[src/rtl/palette_cycler.sv]
// palette_cycler
//   Maps per-pixel escape iteration counts to 6-bit RRGGBB colours through a
//   16-entry rotating palette plus one in-set colour. The palette rotation
//   offset advances once every P frames (P = 1, 2, 4, 8) while cycling is enabled.
//
// Ports
//   clk          clock, rising edge
//   rst_n        synchronous active-low reset
//   iter_in      escape iteration count (16..31 select the in-set colour)
//   iter_valid   iter_in / blank valid this cycle
//   blank        pixel outside the visible area (forces black)
//   frame_pulse  start-of-frame strobe
//   cycle_en     enables palette rotation
//   cycle_rate   rotation period select, P = 1 << cycle_rate frames
//   cfg_wr       palette write strobe
//   cfg_addr     0..15 cycling entries, 16 in-set entry, 17..31 ignored
//   cfg_data     colour to write
//   colour_out   registered pixel colour, one cycle after iter_valid
//   colour_valid colour_out updated this cycle

module palette_cycler #(
    parameter logic [5:0] INSET_DEFAULT = 6'h00
) (
    input  logic       clk,
    input  logic       rst_n,
    input  logic [4:0] iter_in,
    input  logic       iter_valid,
    input  logic       blank,
    input  logic       frame_pulse,
    input  logic       cycle_en,
    input  logic [1:0] cycle_rate,
    input  logic       cfg_wr,
    input  logic [4:0] cfg_addr,
    input  logic [5:0] cfg_data,
    output logic [5:0] colour_out,
    output logic       colour_valid
);

    logic [5:0] pal_q [16];
    logic [5:0] pal_d [16];
    logic [5:0] inset_q, inset_d;
    logic [3:0] offset_q, offset_d;
    logic [2:0] fcnt_q, fcnt_d;
    logic [5:0] colour_out_q, colour_out_d;
    logic       colour_valid_q, colour_valid_d;

    logic [3:0] lookup_idx;
    logic [5:0] lookup_colour;
    logic [2:0] wrap_lim;

    function automatic logic [5:0] pal_reset(input logic [3:0] idx);
        logic [5:0] c;
        case (idx)
            4'd0:    c = 6'h23;
            4'd1:    c = 6'h32;
            4'd2:    c = 6'h31;
            4'd3:    c = 6'h30;
            4'd4:    c = 6'h34;
            4'd5:    c = 6'h38;
            4'd6:    c = 6'h2C;
            4'd7:    c = 6'h1C;
            4'd8:    c = 6'h0C;
            4'd9:    c = 6'h0D;
            4'd10:   c = 6'h0E;
            4'd11:   c = 6'h0B;
            4'd12:   c = 6'h07;
            4'd13:   c = 6'h03;
            4'd14:   c = 6'h02;
            default: c = 6'h01;
        endcase
        return c;
    endfunction

    always_comb begin
        pal_d          = pal_q;
        inset_d        = inset_q;
        offset_d       = offset_q;
        fcnt_d         = fcnt_q;
        colour_out_d   = colour_out_q;
        colour_valid_d = 1'b0;

        // Lookup reads registered state only, so same-cycle writes and
        // offset updates are seen from the next pixel onwards.
        lookup_idx    = iter_in[3:0] + offset_q;
        lookup_colour = iter_in[4] ? inset_q : pal_q[lookup_idx];

        if (iter_valid) begin
            colour_out_d   = blank ? '0 : lookup_colour;
            colour_valid_d = 1'b1;
        end

        case (cycle_rate)
            2'd0:    wrap_lim = 3'd0;
            2'd1:    wrap_lim = 3'd1;
            2'd2:    wrap_lim = 3'd3;
            default: wrap_lim = 3'd7;
        endcase

        // >= rather than == so a lowered rate mid-count wraps on the next pulse.
        if (frame_pulse && cycle_en) begin
            if (fcnt_q >= wrap_lim) begin
                fcnt_d   = '0;
                offset_d = offset_q + 4'd1;
            end else begin
                fcnt_d = fcnt_q + 3'd1;
            end
        end

        if (cfg_wr) begin
            if (!cfg_addr[4]) begin
                pal_d[cfg_addr[3:0]] = cfg_data;
            end else if (cfg_addr[3:0] == 4'd0) begin
                inset_d = cfg_data;
            end
        end
    end

    always_ff @(posedge clk) begin
        if (!rst_n) begin
            for (int unsigned i = 0; i < 16; i++) begin
                pal_q[i] <= pal_reset(i[3:0]);
            end
            inset_q        <= INSET_DEFAULT;
            offset_q       <= '0;
            fcnt_q         <= '0;
            colour_out_q   <= '0;
            colour_valid_q <= 1'b0;
        end else begin
            pal_q          <= pal_d;
            inset_q        <= inset_d;
            offset_q       <= offset_d;
            fcnt_q         <= fcnt_d;
            colour_out_q   <= colour_out_d;
            colour_valid_q <= colour_valid_d;
        end
    end

    assign colour_out   = colour_out_q;
    assign colour_valid = colour_valid_q;

endmodule

[config.mk]
export PLATFORM = sky130hd
export DESIGN_NAME = palette_cycler
export DESIGN_NICKNAME = d
export VERILOG_FILES = /design/src/rtl/palette_cycler.sv
export SDC_FILE = /design/constraint.sdc
export NUM_CORES = 1
export LEC_CHECK = 0
export ABC_CLOCK_PERIOD_IN_PS = 4750
export CAP_MARGIN = 20
export CORE_MARGIN = 2
export CORE_UTILIZATION = 64
export DETAILED_ROUTE_END_ITERATION = 8
export PLACE_DENSITY = 0.9
export SETUP_SLACK_MARGIN = 0.02
export SYNTH_ARGS = -nofsm -noshare
export SYNTH_HDL_FRONTEND = slang
export SYNTH_SLANG_ARGS = --single-unit
[constraint.sdc]
create_clock -name clk -period 4.75 [get_ports clk]
set_clock_uncertainty 0.15 [all_clocks]
set_input_delay 1.425 -clock clk [delete_from_list [all_inputs] [get_ports clk]]
set_output_delay 1.425 -clock clk [all_outputs]
set_load 0.01 [all_outputs]
==> results of run 1 <==
-- stage by stage --
step | instances | total power, mW | util, %
2_1_floorplan | 532 | 1.142 | -
3_3_place_gp | 634 | 1.193 | 69.77
3_5_place_dp | 634 | 1.199 | 69.77
4_1_cts | 666 | 2.602 | 77.79
5_1_grt | 666 | 2.660 | 77.79
6_report | 666 | 2.608 | 77.79
-- layout by cell type (no fill, tap or decap), types with 3 or more instances in the layout --
master,count
mux4_1,7
buf_4,7
ha_1,8
clkdlybuf4s50_1,31
dfxtp_1,116
a21o_1,3
nor2_1,56
nand3_1,33
a2111oi_0,4
clkbuf_8,3
clkbuf_16,16
o21ai_0,4
o41ai_1,4
clkbuf_1,4
nand2_1,72
inv_1,6
a21oi_1,19
a211oi_1,4
mux4_2,17
nand2b_1,3
nor2b_1,20
bufinv_16,6
mux2i_1,86
-- worst paths after layout --
| path | from | slack, ns | end | depth (start not counted) |
|---|---|---|---|---|
| max | iter_in[0] | 0.94 | colour_out[1]$_SDFFE_PN0P_ | 7 |
| min | pal_q[80]$_SDFFE_PN0P_ | 0.31 | pal_q[80]$_SDFFE_PN0P_ | 2 |
| max reg2reg | offset_q[0]$_SDFFE_PN0P_ | 1.88 | colour_out[1]$_SDFFE_PN0P_ | 6 |
| min reg2reg | pal_q[80]$_SDFFE_PN0P_ | 0.31 | pal_q[80]$_SDFFE_PN0P_ | 2 |
-- flip-flops by register name, indices dropped and copies added (netlist names) --
register      count
offset_q          4
pal_q            96
inset_q           6
fcnt_q            3
colour_out        6
colour_valid      1
-- area by class of cell --
cell class                      instances  area, um2
Multi-Input combinational cell        366       2821
Sequential cell                       116       2322
Fill cell                             451       1815
Clock buffer                           23      456.7
Timing Repair Buffer                   40      402.9
Clock inverter                          9      198.9
Tap cell                              105      131.4
Inverter                                7      26.28
-- worst register-to-register path, stage by stage (launching register included) --
cell,delay (ns)
dfxtp_1,0.36
ha_1,0.23
fa_1,0.54
buf_12,0.21
mux4_1,0.61
a2111oi_0,0.51
o41ai_1,0.13
-- layer usage --
layer,vias up,GRT usage (%)
li1,1897,-
met1,2023,37.56
met2,262,52.27
met3,70,9.397
met4,0,19.40
met5,-,0
-- cells by family after synthesis --
kind of cell	Yosys count	share of synthesized area (%)
xor+xnor	3	0.4879
flops	116	43.11
fa+ha+maj	9	2.230
compound gates	44	5.923
simple gates	198	16.68
mux	112	26.92
buf+inv	50	4.646
-- power breakdown --
group / leakage, nW / switching [mW] / internal (mW) / total (mW)
registers: 0.938 / 0.00685 / 0.984 / 0.991
clock network: 0.320 / 0.436 / 0.985 / 1.42
logic: 1.42 / 0.113 / 0.0838 / 0.196
total: 2.68 / 0.555 / 2.05 / 2.61
==> summary.md, run 1 <==
| Metric | Value |
|---|---|
| Status | `complete, no violations` |
| CP Capture Type | `flop` |
| Vias in the first global route | `4298` |
| Via Count | `4252` |
| Total GRT Usage | `32.15%` |
| I/O Pins | `32` |
| CP cell instances | `clkdlybuf4s50_1 -> ha_1 -> fa_1 -> buf_12 -> mux4_1 -> a2111oi_0 -> o41ai_1` |
| Commonest register cell after synthesis | `dfxtp_1` |
| Rows | `33` |
| Power Density | `410.1 nW/um2` |
| Tcrit/Tclk final | `80.27%` |
| CTS tree | `yes` |
| Metal2 WL | `6758 um` |
| Design area | `6360 um2` |
| Wire per inst | `21.11 um` |
| Worst hold slack | `0.3111 ns` |
| Max Freq | `262.3 MHz` |
| Met1 WL | `5335 um` |
| Yosys warns | `0` |
| Hold buffers post-CTS | `0` |
| Leakage | `2.681 nW` |
| Critical path peak fanout | `24` |
| Largest incremental delay on the critical path | `0.60 ns` |
| Met3 wire length | `1318 um` |
| Final Hold Viols | `0` |
| Leading area contributor after synthesis | `dfxtp_1` |
| Crit path arrival time | `4.05 ns` |
| Postcts setup bufs | `0` |
| Synth area leaders | `dfxtp_1 (43%), mux2i_1 (16%), mux4_2 (7.1%)` |
| Share of cells above drive strength 1 | `11.41%` |
| Netlist Area Pre-Place | `5386 um2` |
| Relative slew margins | `35.89%` |
| Final #Nets | `582` |
| Initial DRC count | `427` |
| Kind of start point of the critical path | `input pin` |
| Port Buffers | `31` |
| Detail Route Antenna Nets | `0` |
| Critical Path Slowest Stage Cell | `mux4_1` |
| Clock Path Buffers | `2` |
| Peak VDD IR | `0.2441 mV` |
| Area Overhead vs Synth | `18.07%` |
| CP Buf/Inv Count | `2` |
| Initial Utilization | `65.89%` |
| Max_cap viols | `0` |
| Routability Congestion | `0.8472` |
| DRC viols | `0` |
| DP Area | `5704 um2` |
| Synth top area share | `43.11%` |
| Syn nets | `566` |
| Pin count of the biggest net entering global routing | `54` |
| CTS resizes | `0` |
| RSZ-0062 raised after global routing | `no` |
| Routed WL | `14060 um` |
| Uppermost layer routed | `met4` |
| EDFF count, synth | `0` |
| Mean post-synth cell area | `10.12 um2` |
| Global route overflow | `0` |
| Most frequent cell after synthesis | `dfxtp_1` |
| Die span in y | `95.74 um` |
| HPWL Detailed | `8077 um` |
| Die area | `9166 um2` |
| HP Class | `flop to flop` |
| Slew @ Worst Pin | `0.9547 ns` |
| H-tree depth | `4` |
| CTS Buf Count | `17` |
| Cells after Synth | `532` |
| Reg clk slew, reported paths | `0.05 ns` |
| #FFs+latches synth | `116` |
| Pre-CTS setup slack | `0.4542 ns` |
| Delay-heaviest family, CP | `adder cells` |
| Crit path kind | `input pin to flop` |
| Clock latency on the worst-skew pair | `0.52 ns` |
| DR pass1 iterations | `6` |
| Fin crit period | `3.813 ns` |
| Yosys cell types | `41` |
| Setup TNS | `0 ns` |
| Chip width | `95.74 um` |
| Final WS setup | `0.9372 ns` |
| Seq/Total Area, Yosys | `43.11%` |
| Number of clock sinks | `116` |
| # setup viols final | `0` |
| Async SR Flop Fraction | `0%` |
| Vias per Instance | `6.384` |
| First-pass GRT wire length | `21690 um` |
| Post-synth top cells | `dfxtp_1 (116), mux2i_1 (86), nand2_1 (72), nor2_1 (56), nand3_1 (33)` |
| Clk root buf | `clkbuf_8` |
| Req. time, crit path | `4.99 ns` |
| Core Region | `8175 um2` |
| N_diodes | `0` |
| Initial antenna violation count | `0` |
| Slew Viols, Final | `0` |
Power figures use the tool's default switching activity.
==> run 2: changes to the inputs <==
--- a/config.mk
+++ b/config.mk
@@ -5,12 +5,12 @@
 export SDC_FILE = /design/constraint.sdc
 export NUM_CORES = 1
 export LEC_CHECK = 0
-export ABC_CLOCK_PERIOD_IN_PS = 4750
+export ABC_CLOCK_PERIOD_IN_PS = 3350
 export CAP_MARGIN = 20
 export CORE_MARGIN = 2
-export CORE_UTILIZATION = 64
+export CORE_UTILIZATION = 54
 export DETAILED_ROUTE_END_ITERATION = 8
-export PLACE_DENSITY = 0.9
+export PLACE_DENSITY = 0.81
 export SETUP_SLACK_MARGIN = 0.02
 export SYNTH_ARGS = -nofsm -noshare
 export SYNTH_HDL_FRONTEND = slang
==> constraint.sdc (replaced) <==
create_clock -name clk -period 3.35 [get_ports clk]
set_clock_uncertainty 0.15 [all_clocks]
set_input_delay 1.005 -clock clk [delete_from_list [all_inputs] [get_ports clk]]
set_output_delay 1.005 -clock clk [all_outputs]
set_load 0.01 [all_outputs]
==> run 2 against run 1 <==
First-iteration DRC count is 40% lower. Clock power grew 20%. Final area rose by 2.7%. Sequential power increased by 42%. Sequential share of layout area is 0.96 points lower. Largest cell class unchanged.
==> summary.md, run 2 (synthesis results as in run 1) <==
| Metric | Value |
|---|---|
| Status | `complete, no violations` |
| Sw Ratio | `23.03% (+1.8 points)` |
| Req. time, crit path | `3.60 ns (-1.39 ns)` |
| DRC viols | `0 (unchanged)` |
| First-pass GRT wire length | `22240 um (+2.5%)` |
| Core Region | `9729 um2 (+19%)` |
| H-tree depth | `4 (unchanged)` |
| Clk root buf | `clkbuf_8` |
| Number of clock sinks | `116 (unchanged)` |
| Setup TNS | `0 ns (unchanged)` |
| Initial antenna violation count | `0 (unchanged)` |
| Sw Pwr | `787.0 uW (+42%)` |
| # setup viols final | `0 (unchanged)` |
| Peak VDD IR | `0.2120 mV (-13%)` |
| Critical path peak fanout | `9 (-63%)` |
| Crit path kind | `input pin to flop` |
| HP Class | `flop to flop` |
| CTS tree | `yes` |
| Kind of start point of the critical path | `input pin` |
| Most common cell after layout, fill and taps aside | `dfxtp_1` |
| Via Count | `4239 (-0.31%)` |
| Tcrit/Tclk final | `97.15%` |
| I/O Pins | `32 (unchanged)` |
| CTS resizes | `0 (unchanged)` |
| CTS Buf Count | `17 (unchanged)` |
| Clk pwr share | `49.8% (-4.7 points)` |
| Die area | `10790 um2 (+18%)` |
| Relative slew margins | `42.98% (+7.1 points)` |
| Final Hold Viols | `0 (unchanged)` |
| Slew @ Worst Pin | `0.8492 ns (-0.1055 ns)` |
| Initial Utilization | `55.36% (-11 points)` |
| Port Buffers | `31 (unchanged)` |
| N_diodes | `0 (unchanged)` |
| Number of flip-flops under the largest register name | `96 (unchanged)` |
| Hold buffers post-CTS | `0 (unchanged)` |
| Die span in y | `103.9 um (+8.5%)` |
| Clock Path Buffers | `2 (unchanged)` |
| Share of cells above drive strength 1 | `15.38% (+4.0 points)` |
| # fillers | `691 (+53%)` |
| Chip width | `103.9 um (+8.5%)` |
| Sequential share of power | `41.1% (+3.1 points)` |
| Fin crit period | `3.254 ns` |
| Pin count of the biggest net entering global routing | `43 (-20%)` |
| Reg clk slew, reported paths | `0.05 ns (about the same)` |
| Routability Congestion | `0.8723 (+3.0%)` |
| Most frequent cells in the layout | `dfxtp_1 (116), mux2i_1 (86), nand2_1 (72)` |
| Pint | `2.630 mW (+28%)` |
| Max Freq | `307.3 MHz` |
| Vias per Instance | `5.904 (-7.5%)` |
| Rows | `36 (+9.1%)` |
| Pre-CTS setup slack | `-0.4352 ns (-0.8894 ns)` |
| Wire per inst | `18.78 um (-11%)` |
| Comb power frac | `9.1% (+1.6 points)` |
| Max_cap viols | `0 (unchanged)` |
| Slew Viols, Final | `0 (unchanged)` |
| Most flop-heavy register | `pal_q` |
| Crit path arrival time | `3.51 ns (-0.54 ns)` |
| DP Area | `5964 um2 (+4.6%)` |
| DR pass1 iterations | `5 (-1)` |
| Vias in the first global route | `4447 (+3.5%)` |
| Final WS setup | `0.09552 ns (-0.8417 ns)` |
| CP Capture Type | `flop` |
| Postcts setup bufs | `0 (unchanged)` |
| Initial DRC count | `256 (-40%)` |
| Routed WL | `13490 um (-4.1%)` |
| Power Density | `523.2 nW/um2 (+28%)` |
| Area Overhead vs Synth | `21.25%` |
| Leakage | `2.761 nW (+3.0%)` |
| Final #Nets | `607 (+4.3%)` |
| Global route overflow | `0 (unchanged)` |
| HPWL Detailed | `8994 um (+11%)` |
| Total GRT Usage | `26.41% (-5.7 points)` |
| RSZ-0062 raised after global routing | `yes` |
| Detail Route Antenna Nets | `0 (unchanged)` |
| Clock latency on the worst-skew pair | `0.53 ns (about the same)` |
| Design area | `6531 um2 (+2.7%)` |
-- run 2: cell count changes in the layout (fill, tap and decap cells not counted), sizes merged --
cell      change
bufinv        -4
buf          +25
clkinvlp      +4
clkbuf        -1
-- run 2: critical path, cell delays in order --
cell and delay, ns:
clkdlybuf4s50_1 0.41, ha_1 0.23, fa_1 0.54, buf_12 0.15, mux4_1 0.55, a2111oi_1 0.48
o41ai_1 0.13
-- run 2: path summary, 6_finish.rpt --
kind	from	endpoint	slack, ns	cells past startpoint
worst max-delay path	iter_in[0]	colour_out[3]$_SDFFE_PN0P_	0.1	7
worst min-delay path	pal_q[79]$_SDFFE_PN0P_	pal_q[79]$_SDFFE_PN0P_	0.32	2
worst max register to register	offset_q[0]$_SDFFE_PN0P_	colour_out[3]$_SDFFE_PN0P_	0.63	6
worst min register to register	pal_q[79]$_SDFFE_PN0P_	pal_q[79]$_SDFFE_PN0P_	0.32	2
-- run 2: power by group through the flow --
stage | registers, mW | clock network (mW) | logic (mW)
after global placement | 1.43 | 0 | 0.294
after CTS | 1.40 | 1.71 | 0.306
after floorplan | 1.43 | 0 | 0.187
after global routing | 1.41 | 1.78 | 0.329
after detailed placement | 1.43 | 0 | 0.302
final | 1.41 | 1.70 | 0.310
-- run 2: through the flow --
| step | instances | hold slack, ns | utilization [%] | power [mW] |
|---|---|---|---|---|
| 2_1_floorplan | 532 | 0.2822 | - | 1.619 |
| 3_5_place_dp | 687 | 0.3015 | 61.30 | 1.736 |
| 6_report | 718 | 0.3167 | 67.13 | 3.417 |
| 3_3_place_gp | 687 | 0.2896 | 61.30 | 1.728 |
| 4_1_cts | 718 | 0.3122 | 67.04 | 3.424 |
| 5_1_grt | 718 | 0.3342 | 67.13 | 3.517 |
-- run 2: area by class of cell --
cell class | count | area (um2) | area share, %
multi-input cells | 366 | 2830 | 43.33
flip-flops and latches | 116 | 2322 | 35.56
repair buffers | 65 | 628.1 | 9.617
clock buffers | 22 | 452.9 | 6.935
well taps | 133 | 166.4 | 2.548
clock inverters | 9 | 105.1 | 1.609
inverters | 7 | 26.28 | 0.4023
-- run 2: layer usage --
layer  global-route usage (%)  share of wire, %  vias up
li1                         -                 -     1950
met1                    31.46                41     2086
met2                    44.36                50      166
met3                    7.268               6.3       37
met4                    12.36               2.8        0
met5                        0                 0        -
==> run 3: changes to the inputs <==
--- a/config.mk
+++ b/config.mk
@@ -12,6 +12,7 @@
 export DETAILED_ROUTE_END_ITERATION = 8
 export PLACE_DENSITY = 0.81
 export SETUP_SLACK_MARGIN = 0.02
+export SKIP_LAST_GASP = 1
 export SYNTH_ARGS = -nofsm -noshare
 export SYNTH_HDL_FRONTEND = slang
 export SYNTH_SLANG_ARGS = --single-unit
==> results of run 3 <==
Final layout, timing and power as in run 2 (identical DEF).
